File: src/rtl/dummy_pulpino_write_pkg.sv
// Shared types and constants for the Pulpino-to-USB word-to-byte write path.
package dummy_pulpino_write_pkg;

    // Transfer FSM: idle, or a byte is on out_data waiting for its consume flicker.
    typedef enum logic {
        IDLE     = 1'b0,
        WAIT_ACK = 1'b1
    } state_t;

    localparam int BYTE_W        = 8;
    localparam int DEF_NUM_BYTES = 4;

    // Byte counter width; never narrower than one bit so a 1-byte word still works.
    function automatic int cnt_width(input int n);
        return (n > 1) ? $clog2(n) : 1;
    endfunction

    localparam int CNT_W = cnt_width(DEF_NUM_BYTES);

endpackage

File: src/rtl/dummy_pulpino_write_if.sv
// Bundle of word-side and byte-side flicker handshakes plus status.
//
// Handshake convention: every *_flicker line signals one event per level
// change (toggle), never a pulse. The producer toggles did_word_write_flicker
// with in_word stable; the block toggles did_word_read_flicker once all bytes
// are consumed. On the byte side the block toggles did_byte_write_flicker when
// out_data holds a new byte, and the channel toggles did_byte_read_flicker when
// it has taken that byte.
interface dummy_pulpino_write_if
    import dummy_pulpino_write_pkg::*;
#(
    parameter int NUM_BYTES = DEF_NUM_BYTES
) ();

    logic [BYTE_W*NUM_BYTES-1:0] in_word;
    logic                        did_word_write_flicker;
    logic                        did_word_read_flicker;
    logic [BYTE_W-1:0]           out_data;
    logic                        did_byte_write_flicker;
    logic                        did_byte_read_flicker;
    logic                        busy;
    logic                        overrun;
    state_t                      dbg_state;

    // Block side.
    modport slave (
        input  in_word,
        input  did_word_write_flicker,
        input  did_byte_read_flicker,
        output did_word_read_flicker,
        output out_data,
        output did_byte_write_flicker,
        output busy,
        output overrun,
        output dbg_state
    );

    // Producer / channel side.
    modport master (
        output in_word,
        output did_word_write_flicker,
        output did_byte_read_flicker,
        input  did_word_read_flicker,
        input  out_data,
        input  did_byte_write_flicker,
        input  busy,
        input  overrun,
        input  dbg_state
    );

endinterface

File: src/rtl/dummy_pulpino_write_flicker_event_detect.sv
// Turns a flicker (toggle-coded) line into a one-cycle event strobe.
module flicker_event_detect (
    input  logic clk,
    input  logic rst_n,
    input  logic flicker,
    output logic event_o
);

    logic prev_d;
    logic prev_q;

    // Next previous-level is simply the current line level.
    always_comb begin
        prev_d = flicker;
    end

    // Previous-level register; resets to 0 so the line must start at 0 too.
    always_ff @(posedge clk or negedge rst_n) begin
        if (!rst_n) begin
            prev_q <= 1'b0;
        end else begin
            prev_q <= prev_d;
        end
    end

    assign event_o = flicker ^ prev_q;

endmodule

File: src/rtl/dummy_pulpino_write.sv
// Serialises one NUM_BYTES-wide word into bytes, one per byte-consumed flicker.
module dummy_pulpino_write
    import dummy_pulpino_write_pkg::*;
#(
    parameter int NUM_BYTES = DEF_NUM_BYTES,
    parameter bit MSB_FIRST = 1'b1
) (
    input logic                  clk,
    input logic                  rst_n,
    dummy_pulpino_write_if.slave bus
);

    localparam int WORD_W = BYTE_W * NUM_BYTES;
    localparam int CW     = cnt_width(NUM_BYTES);
    localparam logic [CW-1:0] LAST_CNT = CW'(NUM_BYTES - 1);

    logic word_ev;
    logic byte_ev;

    state_t            state_d,    state_q;
    logic [CW-1:0]     count_d,    count_q;
    logic [WORD_W-1:0] shift_d,    shift_q;
    logic [BYTE_W-1:0] out_data_d, out_data_q;
    logic              byte_flk_d, byte_flk_q;
    logic              word_flk_d, word_flk_q;
    logic              busy_d,     busy_q;
    logic              overrun_d,  overrun_q;

    logic [WORD_W-1:0] shift_nx;
    logic              last_ack;

    // The byte that goes out first (or next) is at the head of the shift register.
    function automatic logic [BYTE_W-1:0] head_byte(input logic [WORD_W-1:0] w);
        return MSB_FIRST ? w[WORD_W-1 -: BYTE_W] : w[BYTE_W-1:0];
    endfunction

    flicker_event_detect u_word_ev (
        .clk     (clk),
        .rst_n   (rst_n),
        .flicker (bus.did_word_write_flicker),
        .event_o (word_ev)
    );

    flicker_event_detect u_byte_ev (
        .clk     (clk),
        .rst_n   (rst_n),
        .flicker (bus.did_byte_read_flicker),
        .event_o (byte_ev)
    );

    // Shift register contents after dropping the byte just consumed.
    always_comb begin
        shift_nx = MSB_FIRST ? (shift_q << BYTE_W) : (shift_q >> BYTE_W);
    end

    // Next-state and output logic for the transfer FSM.
    always_comb begin
        state_d    = state_q;
        count_d    = count_q;
        shift_d    = shift_q;
        out_data_d = out_data_q;
        byte_flk_d = byte_flk_q;
        word_flk_d = word_flk_q;
        busy_d     = busy_q;
        overrun_d  = overrun_q;
        last_ack   = 1'b0;

        case (state_q)
            IDLE: begin
                // A simultaneous byte event here is stale and deliberately ignored.
                if (word_ev) begin
                    shift_d    = bus.in_word;
                    out_data_d = head_byte(bus.in_word);
                    byte_flk_d = ~byte_flk_q;
                    count_d    = '0;
                    busy_d     = 1'b1;
                    state_d    = WAIT_ACK;
                end
            end

            WAIT_ACK: begin
                last_ack = byte_ev && (count_q == LAST_CNT);

                // A word offered mid-transfer is dropped; only the final-ack
                // edge can accept the next word back-to-back.
                if (word_ev && !last_ack) begin
                    overrun_d = 1'b1;
                end

                if (byte_ev) begin
                    if (!last_ack) begin
                        count_d    = count_q + CW'(1);
                        shift_d    = shift_nx;
                        out_data_d = head_byte(shift_nx);
                        byte_flk_d = ~byte_flk_q;
                    end else begin
                        word_flk_d = ~word_flk_q;
                        if (word_ev) begin
                            shift_d    = bus.in_word;
                            out_data_d = head_byte(bus.in_word);
                            byte_flk_d = ~byte_flk_q;
                            count_d    = '0;
                        end else begin
                            // out_data keeps the last byte on purpose.
                            busy_d  = 1'b0;
                            state_d = IDLE;
                        end
                    end
                end
            end

            default: begin
                state_d = IDLE;
            end
        endcase
    end

    // All FSM state and registered outputs.
    always_ff @(posedge clk or negedge rst_n) begin
        if (!rst_n) begin
            state_q    <= IDLE;
            count_q    <= '0;
            shift_q    <= '0;
            out_data_q <= '0;
            byte_flk_q <= 1'b0;
            word_flk_q <= 1'b0;
            busy_q     <= 1'b0;
            overrun_q  <= 1'b0;
        end else begin
            state_q    <= state_d;
            count_q    <= count_d;
            shift_q    <= shift_d;
            out_data_q <= out_data_d;
            byte_flk_q <= byte_flk_d;
            word_flk_q <= word_flk_d;
            busy_q     <= busy_d;
            overrun_q  <= overrun_d;
        end
    end

    assign bus.out_data               = out_data_q;
    assign bus.did_byte_write_flicker = byte_flk_q;
    assign bus.did_word_read_flicker  = word_flk_q;
    assign bus.busy                   = busy_q;
    assign bus.overrun                = overrun_q;
    assign bus.dbg_state              = state_q;

endmodule

File: src/flat_wrapper.sv
// flat-port wrapper written by rule: the top's interface ports become plain ports
module dummy_pulpino_write_flat import dummy_pulpino_write_pkg::*;
#(
    parameter int NUM_BYTES = DEF_NUM_BYTES,
    parameter bit MSB_FIRST = 1'b1
)
  (clk, rst_n, bus_in_word, bus_did_word_write_flicker, bus_did_byte_read_flicker, bus_did_word_read_flicker, bus_out_data, bus_did_byte_write_flicker, bus_busy, bus_overrun, bus_dbg_state);
  dummy_pulpino_write_if #(.NUM_BYTES(NUM_BYTES)) bus_i ();
  input logic clk;
  input logic rst_n;
  input wire logic [$bits(bus_i.in_word)-1:0] bus_in_word;
  input wire logic [$bits(bus_i.did_word_write_flicker)-1:0] bus_did_word_write_flicker;
  input wire logic [$bits(bus_i.did_byte_read_flicker)-1:0] bus_did_byte_read_flicker;
  output wire logic [$bits(bus_i.did_word_read_flicker)-1:0] bus_did_word_read_flicker;
  output wire logic [$bits(bus_i.out_data)-1:0] bus_out_data;
  output wire logic [$bits(bus_i.did_byte_write_flicker)-1:0] bus_did_byte_write_flicker;
  output wire logic [$bits(bus_i.busy)-1:0] bus_busy;
  output wire logic [$bits(bus_i.overrun)-1:0] bus_overrun;
  output wire logic [$bits(bus_i.dbg_state)-1:0] bus_dbg_state;
  assign bus_i.in_word = bus_in_word;
  assign bus_i.did_word_write_flicker = bus_did_word_write_flicker;
  assign bus_i.did_byte_read_flicker = bus_did_byte_read_flicker;
  assign bus_did_word_read_flicker = bus_i.did_word_read_flicker;
  assign bus_out_data = bus_i.out_data;
  assign bus_did_byte_write_flicker = bus_i.did_byte_write_flicker;
  assign bus_busy = bus_i.busy;
  assign bus_overrun = bus_i.overrun;
  assign bus_dbg_state = bus_i.dbg_state;
  dummy_pulpino_write #(.NUM_BYTES(NUM_BYTES), .MSB_FIRST(MSB_FIRST)) u_core (.clk(clk), .rst_n(rst_n), .bus(bus_i));
endmodule
File: config.mk
export PLATFORM = sky130hd
export DESIGN_NAME = dummy_pulpino_write_flat
export DESIGN_NICKNAME = d
export VERILOG_FILES = /design/src/rtl/dummy_pulpino_write_pkg.sv /design/src/rtl/dummy_pulpino_write_if.sv /design/src/rtl/dummy_pulpino_write_flicker_event_detect.sv /design/src/rtl/dummy_pulpino_write.sv /design/src/flat_wrapper.sv
export SDC_FILE = /design/constraint.sdc
export NUM_CORES = 1
export LEC_CHECK = 0
export ABC_AREA = 1
export BUFFER_PORTS_ARGS = -buffer_cell sky130_fd_sc_hd__buf_4
export CAP_MARGIN = 20
export CORE_ASPECT_RATIO = 0.6
export CORE_MARGIN = 10
export CORE_UTILIZATION = 35
export DETAILED_ROUTE_END_ITERATION = 10
export PLACE_DENSITY_LB_ADDON = 0.08
export REMOVE_ABC_BUFFERS = 1
export SYNTH_ARGS = -nofsm -noshare
export SYNTH_HDL_FRONTEND = slang
export SYNTH_HIERARCHICAL = 1
export SYNTH_SLANG_ARGS = --single-unit
File: constraint.sdc
create_clock -name clk -period 1.78 [get_ports clk]
set_input_delay 0.089 -clock clk [delete_from_list [all_inputs] [get_ports clk]]
set_output_delay 0.089 -clock clk [all_outputs]
set_load 0.05 [all_outputs]
Word level (Yosys, flattened, before mapping)
Index checks and enable logic that the tools add are counted.

cells by class
  multiplexer cells = 25
  add/subtract/negate cells = 1
  reduce and logical (&&, ||, !) cells = 6
  bitwise logic cells = 5
  $lt $le $gt $ge = 0
  divide/modulo/power cells = 0
  shifts and indexed selects = 0
  $mul = 0
  eq/ne operators = 5

operators by type and width
  kind                   count
  $mux W32               3
  $pmux W32 S2           1
  $mux W8                3
  $pmux W8 S2            1
  $mux W1                10
  $mux W2                3
  $pmux W1 S2            3
  $ne A2 B1 Y1 const B   2
  $ne A2 B2 Y1 const B   2
  $pmux W2 S2            1
  $reduce_and A4 Y1      1
  $not A1 Y1             3
  $reduce_and A3 Y1      1
  $add A2 B1 Y2 const B  1
  $eq A2 B2 Y1 const B   1
  $logic_and A1 B1 Y1    2
  $reduce_and A2 Y1      1
  $xor A1 B1 Y1          2
  $logic_not A1 Y1       1

storage, ports and cells
  RAM bits = 0
  word-level logic and storage cells = 52
  latch bits = 0
  ROM bits = 0
  bits of input ports = 36
  bits in registers = 49
  memories kept = 0
  output and inout port bits = 13

Longest topological paths before layout
  depth after elaboration = 5
  gate-level depth with buffers = 11

Hierarchy
The synthesis kept the hierarchy.

modules (own cells, without submodules)
  module                cells each  instances  area each (µm²)
  dummy_pulpino_write   318         1          2175.8
  flicker_event_detect  6           2          43.8

Worst setup path before layout
OpenSTA, ideal clock, no wires.

  path kind = register to register
  start = reg u_core.state_q (netlist: u_core/bus.dbg_state)
  end = reg u_core.shift_q[14]
  clock period less this slack = 1532 ps
  data required time = 1664 ps
  arrival time = 1416 ps
  cell stages (with the launch flop) = 8
  setup time = 116 ps
  setup slack = 248 ps
  path through = dfrtp_1 -> buf_4 -> clkbuf_1 -> nand3_1 -> nand2_1 -> inv_1 -> nand2_1 -> nand2_1

between the ends
  word-level cells in the longest chain between the ends = 2
  elaborated cells between the ends (all ways) = 3
  classes of those cells = 1 x eq/ne; 1 x mux; 1 x bitwise

ends and longest elaborated chain
  item                    line                        source
  from (decl)             dummy_pulpino_write.sv:20   state_t state_d, state_q;
  from (signal assigned)  dummy_pulpino_write.sv:130  state_q <= state_d;
  $not A1 Y1              dummy_pulpino_write.sv:68   case (state_q)
  $pmux W32 S2            dummy_pulpino_write.sv:68
  to (signal assigned)    dummy_pulpino_write.sv:132  shift_q <= shift_d;
  to (decl)               dummy_pulpino_write.sv:22   logic [WORD_W-1:0] shift_d, shift_q;

Parallel ways exist; a longest one is shown, timed or not.
A chain may end at the register's enable or synchronous reset.

Final worst setup path
  start = in bus_did_byte_read_flicker
  end = reg u_core.count_q[0]

between the ends
  word-level cells in the longest chain between the ends = 5
  elaborated cells between the ends (all ways) = 6
  classes of those cells = 1 x eq/ne; 3 x mux; 1 x bitwise; 1 x reduce/logical

ends and longest elaborated chain
  item                      line                                            source
  from (decl)               flat_wrapper.sv:13                              input wire logic [$bits(bus_i.did_byte_read_flicker)-1:0] bus_did_byte_read_flicker;
  $xor A1 B1 Y1 (*)         dummy_pulpino_write_flicker_event_detect.sv:26  assign event_o = flicker ^ prev_q;
  named net u_core.byte_ev  dummy_pulpino_write.sv:18                       logic byte_ev;
  $logic_and A1 B1 Y1       dummy_pulpino_write.sv:82                       last_ack = byte_ev && (count_q == LAST_CNT);
  $mux W2                   dummy_pulpino_write.sv:91                       if (!last_ack) begin
  $mux W2                   dummy_pulpino_write.sv:90                       if (byte_ev) begin
  $pmux W2 S2               dummy_pulpino_write.sv:68
  to (signal assigned)      dummy_pulpino_write.sv:131                      count_q <= count_d;
  to (decl)                 dummy_pulpino_write.sv:21                       logic [CW-1:0] count_d, count_q;

The timed path passes the listed nets; every way through them passes the cells marked *. The select of a mux whose other input is x is not followed.

==> impl_metrics.tcl <==
set metrics [dict create \
    outcome "finished clean" \
    final_core_util 0.4545 \
    grt_use_met1 0.1488 \
    power.share.clock 0.150 \
    grt_pass1_wl_um 9591 \
    start_kind "input pin" \
    holdPathEnd "u_core/shift_q[3]" \
    cp_top_family "simple AND/OR/NAND/NOR gates" \
    viasPerCell 4.188 \
    diodes 0 \
    p_comb_frac 0.496 \
    finalHoldViolations 0 \
    required_ps 1990 \
    post_drt_wl_per_cell_um 11.49 \
    p_sw_uw 1806 \
    grtUsageMet3 0.03455 \
    p_sw_frac 0.4455 \
    drv_cap 0 \
    yosysSeqAreaShare 0.4533 \
    pwr-share-seq 0.353 \
    ff2ff_path_depth 7 \
    max_stage_delay_ps 530 \
    rows 22 \
    holdCritStartpoint "bus_in_word[3]" \
    setup_ws_ps 200.6 \
    hold_depth 3 \
    holdWs_ps 21.09 \
    syn_area_um2 2263 \
    slew_headroom 0.6388 \
    grt_pass1_vias 2105 \
    nFillCells 675 \
    rr_endpoint "u_core/count_q[0]" \
    cts_setup_buffers 0 \
    clockBufferDepth 2 \
    path_depth 11 \
    powerDensity_nw_per_um2 1440 \
    postSynthCellCount 330 \
    final.setup.tns_ps 0 \
    grtUsageMet2 0.1876 \
    clock-skew-final_ps 12.42 \
    maxSlewViolCount 0 \
    start_util 0.3655 \
    h-tree-depth 2 \
    drc_errors 0 \
    setup_viol 0 \
    path_max_fanout 35 \
    critical_path_buf_inv_count 3 \
    syn_to_final_growth_pct 24.38 \
    max-vdd-ir-drop_mv 0.7538 \
    drive_gt1_frac 0.1842 \
    wirelength_um 5331 \
    gp_congestion 0.7195 \
    cts_tree "built" \
    cp_common_cell "nand2_1" \
    drt_iter0_markers 124 \
    io-pin-count 49 \
    syn_avg_cell_area_um2 6.859 \
    die_x_um 123.8 \
    grt-ovfl-total 0 \
    fin_nets 416 \
    grt_start_max_net_pins 42 \
    antenna_found_initial 0 \
    max_freq_ghz 0.6332 \
    worst_pin_slew_ps 541.8 \
    ant_nets 0 \
    final_cell_mix "nand2_1, inv_1, buf_4, dfrtp_1, nand3_1" \
    dieHeight_um 82.29 \
    reg2reg_from "u_core/count_q[0]" \
    clkSinkCount 41 \
    p_int_uw 2247 \
    ys_seq_elements 41 \
    clock_latency_ps 290 \
    grt_use_total 0.1147 \
    path_class "input pin to register" \
    core_um2 6193 \
    cp.arrival_ps 1790 \
    place.detailed.hpwl_um 3553 \
    numCtsBuffers 5 \
    ys_warn_count 6 \
    power.leakage_uw 0.001805 \
    endpoint_kind "register" \
    die_area_um2 10190 \
    path_cells "dlygate4sd3_1 > buf_4 > inv_1 > nand2_1 > nand2_1 > nand2_4 > nand2_4 > nand2_2 > nand2_8 > nand2_1 > o21ai_0" \
    top_usage_layer "met2" \
    finalCriticalPeriod_ps 1579 \
    hp-class "input pin to register" \
    rsz0062_at_grt "false" \
    cpMaxStageDelayCell "dlygate4sd3_1" \
    layout_commonest_cell "nand2_1" \
    fin_crit_sh 0.8873 \
    first_pass_iters 4 \
    ys_types 19 \
    cts_root_buf "clkbuf_8" \
    power.total_uw 4053 \
    path_clk_slew_ps 80 \
    portBuffers 48 \
    via_count 1943 \
    place_ws_ps 178.7 \
    r2r_slack_ps 270 \
]
-- Yosys cell counts --
cell	instances	area, um^2
clkbuf_1	2	7.510
inv_2	3	11.26
o21bai_1	1	7.510
o21ai_0	2	10.01
nor2_1	1	3.750
nand2_2	1	6.260
dfrtp_1	41	1026
nor2_2	1	6.260
xor2_1	1	8.760
ha_1	1	12.51
buf_4	6	45.04
buf_6	3	33.78
a21oi_4	1	16.27
a21oi_1	2	10.01
nand2_4	3	33.78
buf_2	3	15.01
inv_1	78	292.8
nand2_1	147	551.8
nand3_1	33	165.2
-- power groups by stage --
stage	sequential [uW]	combinational (uW)	clock, uW
floorplan	1830	1010	0
global placement	1450	2010	0
detailed placement	1450	2020	0
CTS	1430	2030	637
global route	1480	2330	680
finish	1430	2010	609
-- flip-flops by register name, summed over array words and instances (netlist names) --
signal	count
u_core/bus.busy	1
u_core/bus.dbg_state	1
u_core/bus.did_byte_write_flicker	1
u_core/bus.did_word_read_flicker	1
u_core/bus.out_data	8
u_core/bus.overrun	1
u_core/count_q	2
u_core/shift_q	24
u_core/u_byte_ev/prev_q	1
u_core/u_word_ev/prev_q	1
-- through the flow --
stage / area (um^2) / instances
2_1_floorplan: 2162 / 316
3_3_place_gp: 2690 / 453
3_5_place_dp: 2690 / 453
4_1_cts: 2806 / 464
5_1_grt: 2815 / 464
6_report: 2815 / 464
-- layout make-up --
type	instances	area [um^2]	share of cell area
Clock inverter	3	17.52	0.006222
Sequential cell	41	1026	0.3644
Multi-Input combinational cell	194	840.8	0.2987
Timing Repair Buffer	56	452.9	0.1609
Tap cell	84	105.1	0.03733
Inverter	81	304.0	0.1080
Clock buffer	5	68.82	0.02444
-- how the worst max path moves through the flow --
| stage | to | from |
|---|---|---|
| 2_1_floorplan | u_core/bus.out_data[0] | u_core/bus.dbg_state |
| 3_3_place_gp | u_core/count_q[0] | u_core/u_byte_ev/prev_q |
| 3_5_place_dp | u_core/count_q[1] | u_core/u_byte_ev/prev_q |
| 4_1_cts | u_core/count_q[1] | bus_did_byte_read_flicker |
| 5_1_grt | u_core/count_q[0] | bus_did_byte_read_flicker |
| 6_report | u_core/count_q[0] | bus_did_byte_read_flicker |
-- per-layer routing --
| layer | share of wire | vias up | wire [um] |
|---|---|---|---|
| met5 | 0 | - | 0 |
| li1 | - | 1038 | - |
| met1 | 0.52 | 863 | 2759 |
| met2 | 0.42 | 40 | 2220 |
| met4 | 0.0015 | 0 | 8 |
| met3 | 0.064 | 2 | 342 |
-- timing repair --
action	in CTS	in global routing
setup endpoints to repair	0	33
resized for setup	0	1
hold buffers	3	0
hold endpoints to repair	43	0
-- cells by family (layout without fill, tap and decap cells) --
| family | count (synthesis) | after routing | synth area share |
|---|---|---|---|
| and+or+nand+nor | 186 | 186 | 0.3389 |
| buffers and inverters | 95 | 145 | 0.1791 |
| DFF | 41 | 41 | 0.4533 |
| AOI/OAI and AO/OA | 6 | 6 | 0.01935 |
| adders and majority gates | 1 | 1 | 0.005527 |
| xor gates and xnor gates | 1 | 1 | 0.003870 |
-- tightest hold or removal path, stage by stage --
cell and delay, ps:
buf_4 80, nand3_1 60, nand2_1 60
No activity file was read; power rests on OpenSTA's default activity.
